--- config.mk ---
export PLATFORM = sky130hd
export DESIGN_NAME = pwr_switch_ack_emu
export DESIGN_NICKNAME = d
export VERILOG_FILES = /design/src/rtl/pwr_switch_ack_emu.sv
export SDC_FILE = /design/constraint.sdc
export NUM_CORES = 1
export LEC_CHECK = 0
export CAP_MARGIN = 20
export CORE_MARGIN = 2
export CORE_UTILIZATION = 50
export CTS_BUF_LIST = sky130_fd_sc_hd__clkbuf_4 sky130_fd_sc_hd__clkbuf_8
export DETAILED_ROUTE_END_ITERATION = 8
export PLACE_DENSITY = 0.72
export SYNTH_ARGS = -nofsm -noshare
export SYNTH_HDL_FRONTEND = slang
export SYNTH_SLANG_ARGS = --single-unit
--- constraint.sdc ---
create_clock -name clk_i -period 1.8 [get_ports clk_i]
set_input_delay 0.36 -clock clk_i [delete_from_list [all_inputs] [get_ports clk_i]]
set_output_delay 0.36 -clock clk_i [all_outputs]
set_load 0.005 [all_outputs]
--- src/rtl/pwr_switch_ack_emu.sv ---
// ---------------------------------------------------------------------------
// pwr_switch_ack_emu
// Emulates the power-switch cells of several power domains. Each channel
// answers its switch request with an acknowledge that follows after a
// configurable power-on or power-off latency. A request that reverses while
// the switch is still ramping is aborted. An optional inrush limit restricts
// how many channels may ramp on at the same time.
//
// Ports
//   clk_i      : clock
//   rst_i      : synchronous reset, active high
//   switch_ni  : per-domain request, 0 = power on, 1 = power off
//   ack_no     : per-domain acknowledge, 0 = powered, 1 = off (registered)
//   ramping_o  : channel is ramping on or off (registered)
//   waiting_o  : channel is held back by the inrush limit (registered)
// ---------------------------------------------------------------------------
module pwr_switch_ack_emu #(
  parameter int   N_DOMAINS   = 4,
  parameter int   ON_LATENCY  = 15,
  parameter int   OFF_LATENCY = 15,
  parameter int   MAX_ON_RAMP = 0,
  parameter logic RST_ACK_N   = 1'b0
) (
  input  logic                 clk_i,
  input  logic                 rst_i,
  input  logic [N_DOMAINS-1:0] switch_ni,
  output logic [N_DOMAINS-1:0] ack_no,
  output logic [N_DOMAINS-1:0] ramping_o,
  output logic [N_DOMAINS-1:0] waiting_o
);

  typedef enum logic [2:0] {
    ST_ON       = 3'd0,
    ST_OFF      = 3'd1,
    ST_WAIT_ON  = 3'd2,
    ST_RAMP_ON  = 3'd3,
    ST_RAMP_OFF = 3'd4
  } state_e;

  localparam int MAX_LAT = (ON_LATENCY > OFF_LATENCY) ? ON_LATENCY : OFF_LATENCY;
  localparam int CNT_W   = $clog2(MAX_LAT + 1);
  localparam logic [CNT_W-1:0] ON_LOAD  = CNT_W'(ON_LATENCY - 1);
  localparam logic [CNT_W-1:0] OFF_LOAD = CNT_W'(OFF_LATENCY - 1);
  localparam logic [CNT_W-1:0] CNT_ONE  = CNT_W'(1);

  // Slot counters only ever count distinct channels, so N_DOMAINS bounds them.
  localparam int NW    = $clog2(N_DOMAINS + 1);
  localparam int MAX_C = (MAX_ON_RAMP > N_DOMAINS) ? N_DOMAINS : MAX_ON_RAMP;
  localparam logic [NW-1:0] MAX_SLOTS = NW'(MAX_C);
  localparam logic [NW-1:0] NW_ONE    = NW'(1);

  localparam state_e RST_STATE = (RST_ACK_N == 1'b1) ? ST_OFF : ST_ON;

  state_e                 state_r [N_DOMAINS];
  state_e                 state_s [N_DOMAINS];
  logic [CNT_W-1:0]       cnt_r   [N_DOMAINS];
  logic [CNT_W-1:0]       cnt_s   [N_DOMAINS];
  logic [N_DOMAINS-1:0]   admit_s;
  logic [NW-1:0]          ramp_on_cnt_s;
  logic [NW-1:0]          grant_cnt_s;
  logic [N_DOMAINS-1:0]   ack_r;
  logic [N_DOMAINS-1:0]   ramping_r;
  logic [N_DOMAINS-1:0]   waiting_r;

  // Inrush admission: free slots come from the registered RAMP_ON count, so a
  // channel finishing its ramp this cycle releases its slot one cycle later.
  always_comb begin
    ramp_on_cnt_s = '0;
    grant_cnt_s   = '0;
    admit_s       = '0;
    for (int i = 0; i < N_DOMAINS; i++) begin
      if (state_r[i] == ST_RAMP_ON) begin
        ramp_on_cnt_s = ramp_on_cnt_s + NW_ONE;
      end else begin
        ramp_on_cnt_s = ramp_on_cnt_s;
      end
    end
    for (int i = 0; i < N_DOMAINS; i++) begin
      if (((state_r[i] == ST_OFF) || (state_r[i] == ST_WAIT_ON)) && !switch_ni[i]) begin
        if (MAX_ON_RAMP == 0) begin
          admit_s[i] = 1'b1;
        end else if ((ramp_on_cnt_s + grant_cnt_s) < MAX_SLOTS) begin
          admit_s[i]  = 1'b1;
          grant_cnt_s = grant_cnt_s + NW_ONE;
        end else begin
          admit_s[i] = 1'b0;
        end
      end else begin
        admit_s[i] = 1'b0;
      end
    end
  end

  // Per-channel next state and counter. A reversal takes priority over
  // completion so an aborted ramp never produces an acknowledge edge.
  always_comb begin
    for (int i = 0; i < N_DOMAINS; i++) begin
      state_s[i] = state_r[i];
      cnt_s[i]   = cnt_r[i];
      case (state_r[i])
        ST_ON: begin
          if (switch_ni[i]) begin
            state_s[i] = ST_RAMP_OFF;
            cnt_s[i]   = OFF_LOAD;
          end else begin
            state_s[i] = ST_ON;
          end
        end
        ST_OFF: begin
          if (admit_s[i]) begin
            state_s[i] = ST_RAMP_ON;
            cnt_s[i]   = ON_LOAD;
          end else if (!switch_ni[i]) begin
            state_s[i] = ST_WAIT_ON;
          end else begin
            state_s[i] = ST_OFF;
          end
        end
        ST_WAIT_ON: begin
          if (switch_ni[i]) begin
            state_s[i] = ST_OFF;
          end else if (admit_s[i]) begin
            state_s[i] = ST_RAMP_ON;
            cnt_s[i]   = ON_LOAD;
          end else begin
            state_s[i] = ST_WAIT_ON;
          end
        end
        ST_RAMP_ON: begin
          if (switch_ni[i]) begin
            state_s[i] = ST_OFF;
            cnt_s[i]   = '0;
          end else if (cnt_r[i] == '0) begin
            state_s[i] = ST_ON;
          end else begin
            cnt_s[i] = cnt_r[i] - CNT_ONE;
          end
        end
        ST_RAMP_OFF: begin
          if (!switch_ni[i]) begin
            state_s[i] = ST_ON;
            cnt_s[i]   = '0;
          end else if (cnt_r[i] == '0) begin
            state_s[i] = ST_OFF;
          end else begin
            cnt_s[i] = cnt_r[i] - CNT_ONE;
          end
        end
        default: begin
          state_s[i] = RST_STATE;
          cnt_s[i]   = '0;
        end
      endcase
    end
  end

  // State, counter and registered outputs; ack only moves on stable-state entry.
  always_ff @(posedge clk_i) begin
    if (rst_i) begin
      for (int i = 0; i < N_DOMAINS; i++) begin
        state_r[i]   <= RST_STATE;
        cnt_r[i]     <= '0;
        ack_r[i]     <= RST_ACK_N;
        ramping_r[i] <= 1'b0;
        waiting_r[i] <= 1'b0;
      end
    end else begin
      for (int i = 0; i < N_DOMAINS; i++) begin
        state_r[i]   <= state_s[i];
        cnt_r[i]     <= cnt_s[i];
        if (state_s[i] == ST_ON) begin
          ack_r[i] <= 1'b0;
        end else if (state_s[i] == ST_OFF) begin
          ack_r[i] <= 1'b1;
        end else begin
          ack_r[i] <= ack_r[i];
        end
        ramping_r[i] <= (state_s[i] == ST_RAMP_ON) || (state_s[i] == ST_RAMP_OFF);
        waiting_r[i] <= (state_s[i] == ST_WAIT_ON);
      end
    end
  end

  assign ack_no    = ack_r;
  assign ramping_o = ramping_r;
  assign waiting_o = waiting_r;

endmodule

==> results of run 1 <==
## area by class of cell
cell class                      count  area (sq um)  area share [%]
Clock buffer                        5         68.82           2.331
Clock inverter                      2         12.51          0.4237
Inverter                           14         52.55           1.780
Multi-Input combinational cell    237          1516           51.36
Sequential cell                    40         800.8           27.12
Tap cell                           67         83.83           2.839
Timing Repair Buffer               50         417.9           14.15
## worst max-delay path: stages (launching register included)
cell and delay (ns):
dfxtp_1 0.34, inv_1 0.06, ha_1 0.24, or3b_2 0.50, o21bai_1 0.23, o2111ai_1 0.13, o221ai_1 0.09
## flip-flops by register name, indices dropped and copies added (netlist names)
register / cells
ramping_o: 4
ack_no: 4
state_r: 12
cnt_r: 16
waiting_o: 4
## routing by layer
metal,up-vias,track usage [%]
met3,7,3.794
met2,48,35.42
met1,1111,28.19
li1,1210,-
met5,-,0
met4,0,6.548
## cells in the mapped netlist (4+ instances only)
cell / instances
or3b_2: 4
nor2_1: 32
a31oi_1: 6
a211oi_1: 4
nand2_1: 20
nor3_1: 11
clkbuf_1: 15
a21oi_1: 27
dfxtp_1: 40
o21a_1: 4
nand3_1: 5
o21bai_1: 6
o32ai_1: 5
nand3b_1: 5
o21ai_0: 18
ha_1: 4
nor3b_1: 6
buf_2: 7
mux2i_1: 5
inv_1: 13
xnor2_1: 9
## stage by stage
| stage | cell area [sq um] | TNS, ns | worst slack [ns] | utilization [%] | hold slack [ns] |
|---|---|---|---|---|---|
| after floorplan | 2476 | 0 | 0.1314 | - | 0.4663 |
| after global placement | 2872 | -0.1688 | -0.05387 | 60.79 | 0.4713 |
| after detailed placement | 2872 | -0.4411 | -0.1162 | 60.79 | 0.4732 |
| after CTS | 2953 | 0 | 0.1421 | 62.52 | 0.4884 |
| after global routing | 2953 | 0 | 0.0004847 | 62.52 | 0.5571 |
| final | 2953 | 0 | 0.1320 | 62.52 | 0.4954 |
## where the power goes
group / total, mW / internal [mW] / switching, mW
sequential: 1.07 / 0.963 / 0.105
combinational: 0.680 / 0.358 / 0.322
clock: 0.584 / 0.263 / 0.321
## worst paths after layout
path                      end  slack (ns)  cells past startpoint
setup / recovery  cnt_r[3][0]        0.13                      6
hold reg to reg     ack_no[2]        0.50                      2
setup reg to reg  cnt_r[3][0]        0.13                      6
hold / removal      ack_no[2]        0.50                      2
## cell families after synthesis
kind of cell             count (synthesis)  synth area share [%]
multiplexers                             6                 2.487
adder cells (fa/ha/maj)                  4                 2.031
flip-flops                              40                 32.49
buffers and inverters                   38                 6.446
XOR/XNOR                                12                 4.264
AND/OR/NAND/NOR                        113                 25.74
other                                    1                0.1521
AO/OA/AOI/OAI                           98                 26.40
## cell usage in the layout, fill, tap and decap left out, types with 5 or more instances in the layout
cell / count
inv_1: 13
a21oi_1: 27
a31oi_1: 6
nand3_1: 5
o21ai_0: 18
nor3b_1: 6
nand3b_1: 5
xnor2_1: 9
buf_4: 33
o21bai_1: 6
dfxtp_1: 40
o32ai_1: 5
mux2i_1: 5
nor3_1: 11
nand2_1: 20
clkbuf_8: 5
clkdlybuf4s50_1: 17
nor2_1: 32
==> reports/results.ini, run 1 <==
[placed_design]
portBuffers=17
place_congestion=0.8112
dp_hpwl_microns=3728
dp.cells=408

[synthesis]
syn_area_per_cell_sq_um=7.900
yosysSeqAreaShare_pct=32.49
yosysWarnings=0
syn_area_sq_mm=0.002465
yosysTopAreaCell=dfxtp_1
syn_inst=312
netlist.area_leader.share_pct=32.49
ys_seq_elements=40
synth.distinct_cells=62
synthArstFlopShare_pct=0
synth.area.top_cells=dfxtp_1 (32%), a21oi_1 (5.5%), nor2_1 (4.9%), o21ai_0 (3.7%), xnor2_1 (3.2%)
synth-edff-count=0
ys.flop_type=dfxtp_1

[critical_path]
r2r_start=cnt_r[3][1]
critPathKind=flop to flop
crit_arrival_ns=1.89
critPathLaunch=cnt_r[3][1]
required_ns=2.02
start_kind=flop
cp_max_fo=6
cp-end-kind=flop

[drt]
drcViolationCount=0
wirelength_microns=5343
vias_per_cell=5.725
met3_length_microns=202
drtIter0Drc=147
m1WireLength_microns=2652
drt_pass1_iterations=7
num_vias=2376
highest_layer=met4
postRouteAntennaNets=0
wl_met2_microns=2434
wl_per_cell_microns=12.87

[cts]
cts_buffers=5
clk_latency_ns=0.29
cts.reportedPaths.clkPinSlew_ns=0.08
post-cts-setup-buffers=0
holdBufCountCts=0
cts_tree=built
cts_resized=0
clock_sinks=40
clock_path_buffers=2
cts-root-buf=clkbuf_8
htree_levels=2

[global_route]
grt-ovfl-total=0
grt_pass1_vias=2204
grt_pass1_wl_microns=9515
track_usage_pct=21.27
grt_max_degree=18
grt_antenna_before_repair=0

[floorplanning]
coreArea_sq_mm=0.004723
rows=25
die_w_microns=74.21
ios=18
dieArea_sq_mm=0.005507
die_y_microns=74.21
start_util_pct=52.19

[finish]
layout.cells.non_filler=415
antenna_cells=0
nFillCells=417
area_growth_pct=19.80
drive_above_1_share_pct=16.09
fin_nets=358

[sta]
rsz0062_at_grt=false
finalSetupViolCount=0
worstMarginPinSlew_ns=0.5274
relSlewSlack_pct=64.79
max_freq_mhz=599.5
drv_slew=0
finClkSkew_ns=0.008743
post-route-min-period_ns=1.668
layout_worst_path_cycle_share_pct=92.67
hold_violations=0

[flow_run]
drv_cap=0

[power_and_ir_drop]
p_per_area_mw_per_mm2=789.7
finalPower_mw=2.332
leakage_nw=1.105
peakVddDrop_v=0.0004758

[worst_hold_path]
hp-class=flop to flop
worst_hold_startpoint=ack_no[2]

[status]
status=complete, no violations

Note: power is estimated with default switching activity, not from simulation.
==> inputs of run 2 (changes only) <==
--- a/config.mk
+++ b/config.mk
@@ -6,7 +6,7 @@
 export NUM_CORES = 1
 export LEC_CHECK = 0
 export CAP_MARGIN = 20
-export CORE_MARGIN = 2
+export CORE_MARGIN = 4
 export CORE_UTILIZATION = 50
 export CTS_BUF_LIST = sky130_fd_sc_hd__clkbuf_4 sky130_fd_sc_hd__clkbuf_8
 export DETAILED_ROUTE_END_ITERATION = 8
==> run 2 against run 1 <==
  * Final area up 0.51%
  * Setup slack got worse by 0.023 ns
  * Die area increased by 11%
  * Highest routed layer unchanged
==> reports/results.ini, run 2 (synthesis results as in run 1) <==
[power_and_ir_drop]
intPower_mw=1.595
power.switching_mw=0.7547
netSwitchingFraction_pct=32.11
p_seq_share_pct=45.5
leakage_nw=1.103
combinationalPowerShare_pct=29.6
p_per_area_mw_per_mm2=791.9
peakVddDrop_v=0.0005229
clkPwrFrac_pct=24.9

[critical_path]
required_ns=2.03
crit_arrival_ns=1.92
crit_family=buffers and inverters
cp_max_fo=6
start_kind=input port
cp_slowest_cell=clkdlybuf4s50_1
cp_common_cell=o21ai_0
worstPathBufferInverterCount=1
max_stage_delay_ns=0.57
critPathKind=input port to flop
path_cells=clkdlybuf4s50_1 -> or3b_2 -> o21ai_0 -> o21ai_0 -> a21oi_1
cp-end-kind=flop

[drt]
wl_met2_microns=2437
drt_pass1_iterations=4
postRouteAntennaNets=0
drtIter0Drc=153
wl_per_cell_microns=12.99
highest_layer=met4
num_vias=2291
vias_per_cell=5.547
drcViolationCount=0
m1WireLength_microns=2722
met3_length_microns=153
wirelength_microns=5364

[cts]
cts.reportedPaths.clkPinSlew_ns=0.08
holdBufCountCts=0
clock_path_buffers=2
htree_levels=2
cts_buffers=5
clock_sinks=40
cts-root-buf=clkbuf_8
clk_latency_ns=0.29
cts_tree=built

[finish]
layout_common_cells=dfxtp_1 (40), nor2_1 (32), buf_4 (30)
antenna_cells=0
top_regs=cnt_r x16, state_r x12
final_common_cell=dfxtp_1
area_growth_pct=20.41
fin_nets=356
drive_above_1_share_pct=16.47
top_register=cnt_r
nFillCells=439
largest_reg_flops=16

[flow_run]
drv_cap=0

[sta]
worstMarginPinSlew_ns=0.5450
max_freq_mhz=591.2
layout_worst_path_cycle_share_pct=93.97
fin_ws_ns=0.1086
hold_violations=0
post-route-min-period_ns=1.691
relSlewSlack_pct=63.62
finalSetupViolCount=0
rsz0062_at_grt=false
finClkSkew_ns=0.007248
finalSetupTns_ns=0
drv_slew=0

[floorplanning]
die_w_microns=78.21
die_y_microns=78.21
dieArea_sq_mm=0.006117
start_util_pct=51.84
ios=18
rows=25
coreArea_sq_mm=0.004755

[status]
status=complete, no violations

[global_route]
track_usage_pct=18.64
grt_max_degree=18
grt-ovfl-total=0
grt_antenna_before_repair=0
grt_pass1_vias=2108
grt_pass1_wl_microns=9446

[worst_hold_path]
hp-class=flop to flop

[placed_design]
portBuffers=17
dp_hpwl_microns=3818
preCtsSetupSlack_ns=-0.1988
place_congestion=0.7977

-- run 2: changes by cell type in the layout (fill, tap and decap cells not counted) --
cell     previous run  this run
ha_1                4         3
ha_2                0         1
nor3b_1             6         5
buf_12              0         1
nor3b_4             1         2
buf_4              33        30
a21oi_2             0         1
a21oi_1            27        26
-- run 2: area by class of cell --
class                           instances  area (sq um)  share of cell area (%)
Multi-Input combinational cell        237          1534                   51.69
Sequential cell                        40         800.8                   26.98
Timing Repair Buffer                   48         415.4                   14.00
Tap cell                               67         83.83                   2.825
Clock buffer                            5         68.82                   2.319
Inverter                               14         52.55                   1.771
Clock inverter                          2         12.51                  0.4216
-- run 2: power groups by stage --
stage | registers (mW) | logic [mW] | clock network (mW)
6_report | 1.07 | 0.696 | 0.584
4_1_cts | 1.07 | 0.688 | 0.600
3_3_place_gp | 1.08 | 0.669 | 0
3_5_place_dp | 1.09 | 0.685 | 0
5_1_grt | 1.09 | 0.777 | 0.643
2_1_floorplan | 1.04 | 0.492 | 0
-- run 2: final timing paths --
check | startpoint | to | slack (ns) | cells after the start
min reg2reg | ack_no[2] | ack_no[2] | 0.50 | 2
min | ack_no[2] | ack_no[2] | 0.50 | 2
max reg2reg | cnt_r[0][0] | ack_no[0] | 0.17 | 6
max | switch_ni[2] | ack_no[2] | 0.11 | 5
-- run 2: stage by stage --
| step | hold slack, ns | cell area [sq um] | total power [mW] | util [%] | instances |
|---|---|---|---|---|---|
| after floorplan | 0.4663 | 2476 | 1.532 | - | 315 |
| after global placement | 0.4746 | 2869 | 1.752 | 60.34 | 406 |
| after detailed placement | 0.4977 | 2869 | 1.770 | 60.34 | 406 |
| after CTS | 0.5113 | 2950 | 2.353 | 62.05 | 413 |
| after global routing | 0.5410 | 2968 | 2.506 | 62.42 | 413 |
| final | 0.5013 | 2968 | 2.350 | 62.42 | 413 |
-- run 2: repair_timing --
action	4_1_cts	5_1_grt
endpoints found under the setup margin	0	5
setup buffers	0	0
resized for setup	0	4
-- run 2: layer usage --
metal	vias to the layer above	global-route usage, %
met5	-	0
met4	0	6.294
met3	4	3.899
met2	36	29.11
met1	1048	25.51
li1	1203	-
-- run 2: worst register-to-register path, cell delays in order, from the launching register on --
cell       delay, ns
dfxtp_1         0.32
inv_1           0.11
ha_2            0.24
nor3b_4         0.25
a2111oi_1       0.10
or4_1           0.43
nor3_2          0.11
==> inputs of run 3 (changes only) <==
--- a/config.mk
+++ b/config.mk
@@ -10,7 +10,9 @@
 export CORE_UTILIZATION = 50
 export CTS_BUF_LIST = sky130_fd_sc_hd__clkbuf_4 sky130_fd_sc_hd__clkbuf_8
 export DETAILED_ROUTE_END_ITERATION = 8
+export GPL_TIMING_DRIVEN = 0
 export PLACE_DENSITY = 0.72
+export SLEW_MARGIN = 40
 export SYNTH_ARGS = -nofsm -noshare
 export SYNTH_HDL_FRONTEND = slang
 export SYNTH_SLANG_ARGS = --single-unit
==> run 3 against run 2 <==
  * Critical endpoint is now cnt_r[2][2]
  * First-iteration DRC count fell by 5.2%
  * Power grew 8.0%
  * Critical path type unchanged
  * Sequential power barely moved
==> reports/results.ini, run 3 (synthesis results as in run 1) <==
[status]
status=complete, no violations

[placed_design]
preCtsSetupSlack_ns=-0.2942
place_congestion=0.8392
dp.cells=397
dp_hpwl_microns=3810
portBuffers=15

[finish]
top_regs=cnt_r x16, state_r x12
layout.cells.non_filler=409
fin_nets=351
drive_above_1_share_pct=11.99
antenna_cells=0
layout_common_cells=dfxtp_1 (40), nor2_1 (32), a21oi_1 (27)
nFillCells=447
top_register=cnt_r
largest_reg_flops=16
final_common_cell=dfxtp_1
area_growth_pct=17.51

[floorplanning]
dieArea_sq_mm=0.006117
die_y_microns=78.21
ios=18
rows=25
coreArea_sq_mm=0.004755
start_util_pct=51.84
die_w_microns=78.21

[global_route]
track_usage_pct=18.61
grt_antenna_before_repair=0
grt_pass1_vias=2100
grt_pass1_wl_microns=9515
grt-ovfl-total=0
grt_max_degree=13

[cts]
cts.reportedPaths.clkPinSlew_ns=0.08
cts-root-buf=clkbuf_8
cts_tree=built
htree_levels=2
clock_sinks=40
clk_latency_ns=0.28
clock_path_buffers=2
cts_buffers=5

[drt]
drcViolationCount=0
drt_pass1_iterations=4
drtIter0Drc=145
wl_per_cell_microns=13.56
postRouteAntennaNets=0
num_vias=2319
wirelength_microns=5544
vias_per_cell=5.670

[power_and_ir_drop]
p_per_area_mw_per_mm2=876.2
p_seq_share_pct=41.0
netSwitchingFraction_pct=29.52
clkPwrFrac_pct=31.7
finalPower_mw=2.538
combinationalPowerShare_pct=27.3
power.switching_mw=0.7492
leakage_nw=1.056
peakVddDrop_v=0.0004719
intPower_mw=1.789

[worst_hold_path]
min_path_cells=2
hp-class=flop to flop
worst_hold_startpoint=ack_no[2]
hold-path-endpoint=ack_no[2]

[sta]
hold_violations=0
finalSetupTns_ns=0
finClkSkew_ns=0.004257
max_freq_mhz=595.1
finalSetupViolCount=0
worstMarginPinSlew_ns=0.5048
rsz0062_at_grt=false
fin_ws_ns=0.1196
post-route-min-period_ns=1.680
relSlewSlack_pct=66.35
layout_worst_path_cycle_share_pct=93.35
drv_slew=0

[critical_path]
start_kind=input port
r2r-end=cnt_r[3][0]
critPathKind=input port to flop
cp_slowest_cell=clkdlybuf4s50_1
cp-end-kind=flop
crit_arrival_ns=1.89
max_stage_delay_ns=0.53
cp_max_fo=10
ff2ff_path_depth=6
r2r_start=cnt_r[3][0]
required_ns=2.01
path_cells=clkdlybuf4s50_1 -> buf_2 -> nor3b_1 -> o21ai_0 -> a21o_1 -> a31oi_1
r2r_slack_ns=0.14

[flow_run]
drv_cap=0

==> run 3: cell types whose count changed in the layout (fill, tap and decap cells not counted), sizes merged <==
cell | previous run | this run
clkdlybuf4s50 | 17 | 15
clkbuf | 5 | 23
clkinv | 2 | 1
clkinvlp | 1 | 0
buf | 31 | 12
bufinv | 0 | 1
==> run 3: layer usage <==
metal / wire (microns) / track usage (%) / up-vias
met5: 0 / 0 / -
met4: 33 / 5.070 / 0
met3: 259 / 3.555 / 4
met2: 2492 / 29.54 / 54
met1: 2759 / 25.77 / 1065
li1: - / - / 1196
==> run 3: stage by stage <==
| step | hold slack [ns] | util (%) | cell area (sq um) |
|---|---|---|---|
| final | 0.5037 | 60.92 | 2897 |
| after global routing | 0.5608 | 60.92 | 2897 |
| after CTS | 0.5113 | 60.21 | 2863 |
| after detailed placement | 0.4993 | 57.00 | 2710 |
| after global placement | 0.4787 | 57.00 | 2710 |
| after floorplan | 0.4663 | - | 2476 |
==> run 3: critical path: cells and delay by family <==
kind,cells,cell delay (ns)
AOI/OAI and AO/OA,3,0.49
buffers and inverters,2,0.76
and+or+nand+nor,1,0.27
==> run 3: worst max path at each step <==
stage,from,to,slack [ns]
after global placement,rst_i,cnt_r[2][0],-0.29
final,switch_ni[2],cnt_r[2][2],0.12
after floorplan,cnt_r[0][0],ack_no[0],0.13
after CTS,rst_i,cnt_r[3][1],0.007
after detailed placement,rst_i,cnt_r[3][1],-0.29
after global routing,switch_ni[2],cnt_r[2][2],0.003
==> run 3: repair_timing <==
action                     4_1_cts  5_1_grt
setup endpoints to repair        8       20
resized for setup                2        8
pin swaps                        0        0
hold buffers                     0        0
setup buffers                    2        2
==> run 3: final cells by class <==
class                   count  area (sq um)  share of cell area, %
multi-input cells         237          1543                  53.26
flip-flops and latches     40         800.8                  27.65
repair buffers             19         180.2                  6.220
plain buffers              24         110.1                  3.801
clock buffers               7         96.34                  3.326
well taps                  67         83.83                  2.894
inverters                  14         52.55                  1.814
clock inverters             1         30.03                  1.037
==> run 3: power groups by stage <==
stage / registers, mW / logic [mW] / clock network, mW
detailed placement: 1.05 / 0.640 / 0
global placement: 1.05 / 0.630 / 0
floorplan: 1.04 / 0.492 / 0
finish: 1.04 / 0.693 / 0.804
global route: 1.06 / 0.771 / 0.867
CTS: 1.04 / 0.664 / 0.833
